### src/rtl/seg_pkg.sv
// Shared seven-segment constants for the display encoder and scan decoder.
// Segment patterns are active-high, bit0=a .. bit6=g, bit7=dp.
package seg_pkg;

    // Segment bit positions on the 8-bit bus
    localparam int SEG_A  = 0;
    localparam int SEG_B  = 1;
    localparam int SEG_C  = 2;
    localparam int SEG_D  = 3;
    localparam int SEG_E  = 4;
    localparam int SEG_F  = 5;
    localparam int SEG_G  = 6;
    localparam int SEG_DP = 7;

    // Digit glyphs, segments a..g
    localparam logic [6:0] SEG_0 = 7'h3F;
    localparam logic [6:0] SEG_1 = 7'h06;
    localparam logic [6:0] SEG_2 = 7'h5B;
    localparam logic [6:0] SEG_3 = 7'h4F;
    localparam logic [6:0] SEG_4 = 7'h66;
    localparam logic [6:0] SEG_5 = 7'h6D;
    localparam logic [6:0] SEG_6 = 7'h7C;
    localparam logic [6:0] SEG_7 = 7'h07;
    localparam logic [6:0] SEG_8 = 7'h7F;
    localparam logic [6:0] SEG_9 = 7'h67;

    localparam logic [3:0] BCD_INVALID = 4'hF;

endpackage

### src/rtl/seg_pattern_decode.sv
// Combinational seven-segment glyph to BCD decoder.
// Ports: i_pattern (segments a..g), o_bcd (0..9 or 4'hF), o_valid.
module seg_pattern_decode
    import seg_pkg::*;
(
    input  logic [6:0] i_pattern,
    output logic [3:0] o_bcd,
    output logic       o_valid
);

    always_comb begin
        o_bcd   = BCD_INVALID;
        o_valid = 1'b1;
        unique case (i_pattern)
            SEG_0:   o_bcd = 4'd0;
            SEG_1:   o_bcd = 4'd1;
            SEG_2:   o_bcd = 4'd2;
            SEG_3:   o_bcd = 4'd3;
            SEG_4:   o_bcd = 4'd4;
            SEG_5:   o_bcd = 4'd5;
            SEG_6:   o_bcd = 4'd6;
            SEG_7:   o_bcd = 4'd7;
            SEG_8:   o_bcd = 4'd8;
            SEG_9:   o_bcd = 4'd9;
            default: o_valid = 1'b0;
        endcase
    end

endmodule

### src/rtl/seg_scan_decoder.sv
// Multiplexed seven-segment bus readback: debounce, decode, assemble frame.
// Ports: clk, rst (sync, high), sevenSeg, digitSel -> frameDigits/Valid/Error.
module seg_scan_decoder
    import seg_pkg::*;
#(
    parameter int NUM_DIGITS    = 4,
    parameter int STABLE_CYCLES = 4
) (
    input  logic                    clk,
    input  logic                    rst,
    input  logic [7:0]              sevenSeg,
    input  logic [NUM_DIGITS-1:0]   digitSel,
    output logic [4*NUM_DIGITS-1:0] frameDigits,
    output logic                    frameValid,
    output logic                    frameError
);

    localparam int               CNT_W   = $clog2(STABLE_CYCLES + 1);
    localparam logic [CNT_W-1:0] CNT_MAX = CNT_W'(STABLE_CYCLES);
    localparam logic [CNT_W-1:0] CNT_ARM = CNT_W'(STABLE_CYCLES - 1);
    localparam logic [CNT_W-1:0] CNT_ONE = CNT_W'(1);

    logic [7:0]              r_prev_seg;
    logic [NUM_DIGITS-1:0]   r_prev_sel;
    logic [CNT_W-1:0]        r_cnt;
    logic [NUM_DIGITS-1:0]   r_mask;
    logic [NUM_DIGITS-1:0]   r_err;
    logic [4*NUM_DIGITS-1:0] r_slot;
    logic [4*NUM_DIGITS-1:0] r_frame_digits;
    logic                    r_frame_valid;
    logic                    r_frame_error;

    logic                    w_onehot;
    logic                    w_same;
    logic                    w_capture;
    logic                    w_complete;
    logic [3:0]              w_bcd;
    logic                    w_valid;
    logic [NUM_DIGITS-1:0]   w_mask_next;
    logic [NUM_DIGITS-1:0]   w_err_next;
    logic [4*NUM_DIGITS-1:0] w_slot_next;

    // On a capture edge the input equals the previous sample,
    // so decoding the registered copy is the same glyph.
    seg_pattern_decode u_dec (
        .i_pattern (r_prev_seg[SEG_G:SEG_A]),
        .o_bcd     (w_bcd),
        .o_valid   (w_valid)
    );

    assign w_onehot  = $onehot(digitSel);
    assign w_same    = ({sevenSeg, digitSel} == {r_prev_seg, r_prev_sel});
    assign w_capture = w_onehot && w_same && (r_cnt == CNT_ARM);

    // digitSel is one-hot whenever these are consumed
    assign w_mask_next = r_mask | digitSel;
    assign w_err_next  = (r_err & ~digitSel)
                       | ({NUM_DIGITS{~w_valid}} & digitSel);
    assign w_complete  = w_capture && (&w_mask_next);

    always_comb begin
        w_slot_next = r_slot;
        for (int i = 0; i < NUM_DIGITS; i++) begin
            if (digitSel[i]) begin
                w_slot_next[4*i +: 4] = w_bcd;
            end
        end
    end

    always_ff @(posedge clk) begin
        if (rst) begin
            r_prev_seg     <= '0;
            r_prev_sel     <= '0;
            r_cnt          <= '0;
            r_mask         <= '0;
            r_err          <= '0;
            r_slot         <= '0;
            r_frame_digits <= '0;
            r_frame_valid  <= 1'b0;
            r_frame_error  <= 1'b0;
        end else begin
            r_prev_seg    <= sevenSeg;
            r_prev_sel    <= digitSel;
            r_frame_valid <= 1'b0;

            // Saturating run length; blanking/ghosting resets it
            if (!w_onehot) begin
                r_cnt <= '0;
            end else if (w_same) begin
                if (r_cnt != CNT_MAX) begin
                    r_cnt <= r_cnt + CNT_ONE;
                end
            end else begin
                r_cnt <= CNT_ONE;
            end

            if (w_capture) begin
                r_slot <= w_slot_next;
                if (w_complete) begin
                    r_frame_digits <= w_slot_next;
                    r_frame_error  <= |w_err_next;
                    r_frame_valid  <= 1'b1;
                    r_mask         <= '0;
                    r_err          <= '0;
                end else begin
                    r_mask <= w_mask_next;
                    r_err  <= w_err_next;
                end
            end
        end
    end

    assign frameDigits = r_frame_digits;
    assign frameValid  = r_frame_valid;
    assign frameError  = r_frame_error;

endmodule
### config.mk
export PLATFORM = sky130hd
export DESIGN_NAME = seg_scan_decoder
export DESIGN_NICKNAME = d
export VERILOG_FILES = /design/src/rtl/seg_pkg.sv /design/src/rtl/seg_pattern_decode.sv /design/src/rtl/seg_scan_decoder.sv
export SDC_FILE = /design/constraint.sdc
export NUM_CORES = 1
export LEC_CHECK = 0
export ABC_AREA = 1
export ABC_CLOCK_PERIOD_IN_PS = 6500
export BUFFER_PORTS_ARGS = -buffer_cell sky130_fd_sc_hd__buf_2
export CAP_MARGIN = 20
export CORE_ASPECT_RATIO = 1.4
export CORE_MARGIN = 2
export CORE_UTILIZATION = 50
export CTS_CLUSTER_DIAMETER = 100
export DETAILED_ROUTE_END_ITERATION = 16
export MAX_ROUTING_LAYER = met4
export PLACE_DENSITY = 0.77
export REMOVE_ABC_BUFFERS = 1
export SYNTH_ARGS = -nofsm -noshare
export SYNTH_HDL_FRONTEND = slang
export SYNTH_SLANG_ARGS = --single-unit
### constraint.sdc
create_clock -name clk -period 6.5 [get_ports clk]
set_clock_uncertainty 0.05 [all_clocks]
set_input_delay 0.65 -clock clk [delete_from_list [all_inputs] [get_ports clk]]
set_output_delay 0.65 -clock clk [all_outputs]
set_load 0.02 [all_outputs]
==> impl_metrics.tcl <==
set metrics [dict create \
    status "finished clean" \
    power_frac_comb_pct 7.5 \
    worstMarginPinSlew_ns 0.6725 \
    netSwitchingPower_uw 175.7 \
    cts_root_buffer "clkbuf_8" \
    ys_seq_elements 57 \
    place_congestion 0.9027 \
    cp.arrival_ns 3.63 \
    hpwl_um 4284 \
    synth.distinct_cells 35 \
    path_clk_slew_ns 0.06 \
    cts_tree "yes" \
    grt_max_degree 28 \
    r2r-start "r_prev_seg[4]$_SDFF_PP0_" \
    io_pins 32 \
    drt-total-wl_um 6032 \
    powerDensity_mw_per_mm2 229.3 \
    max_freq_mhz 289.9 \
    wl_per_cell_um 11.69 \
    layout.nets 464 \
    dp_cells 501 \
    dr.pass1.iters 4 \
    multiInputGateArea_mm2 0.001439 \
    cts_buffers 9 \
    yosysSeqAreaShare_pct 39.79 \
    row_count 32 \
    drc_errors 0 \
    numPortBuffers 31 \
    hp-class "register to register" \
    vdd.ir_drop.worst_mv 0.1814 \
    clk_latency_ns 0.34 \
    cts_sinks 57 \
    setup.worst_path.start_class "input pin" \
    h-tree-depth 3 \
    drt_iter0_markers 157 \
    startpoint "digitSel[1]" \
    layout-drive-gt1-share_pct 17.86 \
    viasPerCell 4.870 \
    finalHoldViolCount 0 \
    max-slew-margin-rel_pct 55.11 \
    cp.required_ns 6.68 \
    antenna_found_initial 0 \
    fill_cells 544 \
    min-delay-start "frameDigits[15]$_SDFFE_PP0P_" \
    ff2ff_path_depth 8 \
    period_share_pct 53.08 \
    antenna-diode-count 0 \
    area_delta_synth_final_pct 12.91 \
    timing.rr.end "r_mask[3]$_SDFFE_PP0P_" \
    cellInternalPower_uw 566.8 \
    setup_viol 0 \
    slew_viol_final 0 \
    cts_resized 0 \
    holdPathStages 2 \
    min_period_ns 3.450 \
    power.share.sequential_pct 48.2 \
    grt_overflow_total 0 \
    max_cap_violations 0 \
    clockBufferDepth 2 \
    cp-end-kind "register" \
    finalNonFillerCells 516 \
    die_h_um 93.61 \
    r2r_slack_ns 4.54 \
    synth.avg_cell_area_um2 6.977 \
    core_mm2 0.005525 \
    fin_tns_setup_ns 0 \
    register_area_mm2 0.001141 \
    ys.warnings.count 0 \
    grt_pass1_vias 2276 \
    rsz0062_at_grt "false" \
    start_util_pct 51.90 \
    die-width_um 68.01 \
    hold_end "frameDigits[15]$_SDFFE_PP0P_" \
    syn_inst 411 \
    vias 2513 \
    p_leak_nw 1.610 \
    critical_path_peak_fanout 21 \
    die_area_mm2 0.006366 \
    crit_type "input pin to register" \
    ant_nets 0 \
    switching_share_pct 23.66 \
    clock_power_share_pct 44.3 \
    grt_usage_pct 22.15 \
    post_cts_buffers 0 \
    netlist_area_mm2 0.002868 \
    hold_buffers 0 \
    grt_pass1_wl_um 10130 \
]
==> metal layers <==
metal,part of all wire [%],track usage (%)
met1,43,24.85
met2,51,35.03
met3,4.4,7.461
met4,1.9,10.00
met5,0,-
==> layout by cell type, fill, tap and decap left out, types with 2 or more instances in the layout <==
master    instances
o21ai_0           8
nor3_2            2
nand3_1          20
nand2_2           2
ha_1              5
dfxtp_1          57
xor2_1            5
a21oi_1           9
nor2_4            3
nand2_1         148
nor2_2            9
xnor2_1           4
inv_1            47
buf_2            31
nor2_1           45
nand3_2           3
clkinv_1          4
clkinv_2          2
or2_2             2
nand4_1           8
o21a_1            4
clkbuf_8         11
inv_2             6
==> area by class of cell <==
cell class / count / area share [%]
Clock buffer: 12 / 4.791
Inverter: 58 / 6.878
Tap cell: 68 / 2.628
Sequential cell: 57 / 35.24
Multi-Input combinational cell: 287 / 44.44
Timing Repair Buffer: 31 / 4.791
Clock inverter: 3 / 1.236
==> how the worst max path moves through the flow <==
stage | to | slack (ns) | cells past startpoint
after global routing | frameError$_SDFFE_PP0P_ | 2.79 | 13
after detailed placement | r_mask[3]$_SDFFE_PP0P_ | 2.70 | 12
final | r_mask[3]$_SDFFE_PP0P_ | 3.05 | 12
after CTS | r_mask[2]$_SDFFE_PP0P_ | 3.04 | 12
after floorplan | r_mask[3]$_SDFFE_PP0P_ | 3.25 | 11
after global placement | r_mask[3]$_SDFFE_PP0P_ | 2.80 | 12
==> synthesized netlist by cell type, drive strengths merged <==
cell type	number	area, um2
nor2	58	279.0
a21oi	9	45.04
o21a	4	30.03
nor3	3	36.29
xor2	5	43.79
o21ai	8	40.04
or2	2	12.51
xnor2	4	35.03
clkbuf	3	11.26
buf	6	53.79
and2	2	15.02
nand4	9	71.32
dfxtp	57	1141
nand3	24	147.7
inv	53	198.9
or3b	1	8.760
nand2	151	579.3
fa	1	20.02
nor4	1	12.51
clkinv	5	23.77
ha	5	62.56
==> power by group through the flow <==
stage               combinational [mW]  clock, mW  sequential, mW
finish                          0.0554      0.329           0.358
global route                    0.0629      0.350           0.359
CTS                             0.0558      0.336           0.358
detailed placement              0.0555          0           0.366
global placement                0.0540          0           0.366
floorplan                       0.0360          0           0.365
==> stage by stage <==
step                      instance area [um2]  hold WS (ns)  util, %  worst slack, ns  power (mW)
final                                    3238        0.3886    58.61            3.050      0.7425
after global routing                     3238        0.4134    58.61            2.794      0.7717
after CTS                                3238        0.3936    58.61            3.037      0.7500
after detailed placement                 3043        0.3769    55.07            2.699      0.4213
after global placement                   3043        0.3730    55.07            2.803      0.4197
after floorplan                          2803        0.3846        -            3.247      0.4010
==> state kept, by name (all words and copies together) (netlist names) <==
register	cells
frameValid	1
r_prev_sel	4
frameDigits	16
frameError	1
r_cnt	3
r_prev_seg	8
r_err	4
r_slot	16
r_mask	4
==> worst max-delay path, stage by stage <==
cell,delay (ns)
buf_2,0.15
clkinv_1,0.28
fa_1,0.59
inv_1,0.04
ha_1,0.17
ha_1,0.26
or3b_1,0.42
nor2_2,0.26
nand4_4,0.17
nand2_1,0.09
inv_1,0.31
o21a_1,0.22
==> kinds of logic (layout without fill, tap and decap cells) <==
| kind of cell | Yosys count | after routing | share of synthesized area [%] |
|---|---|---|---|
| DFF | 57 | 57 | 39.79 |
| buffers and inverters | 67 | 104 | 10.03 |
| AOI/OAI and AO/OA | 21 | 21 | 4.014 |
| xor gates and xnor gates | 9 | 9 | 2.748 |
| adders and majority gates | 6 | 6 | 2.880 |
| and+or+nand+nor | 251 | 251 | 40.53 |
No activity file was read; power rests on OpenSTA's default activity.
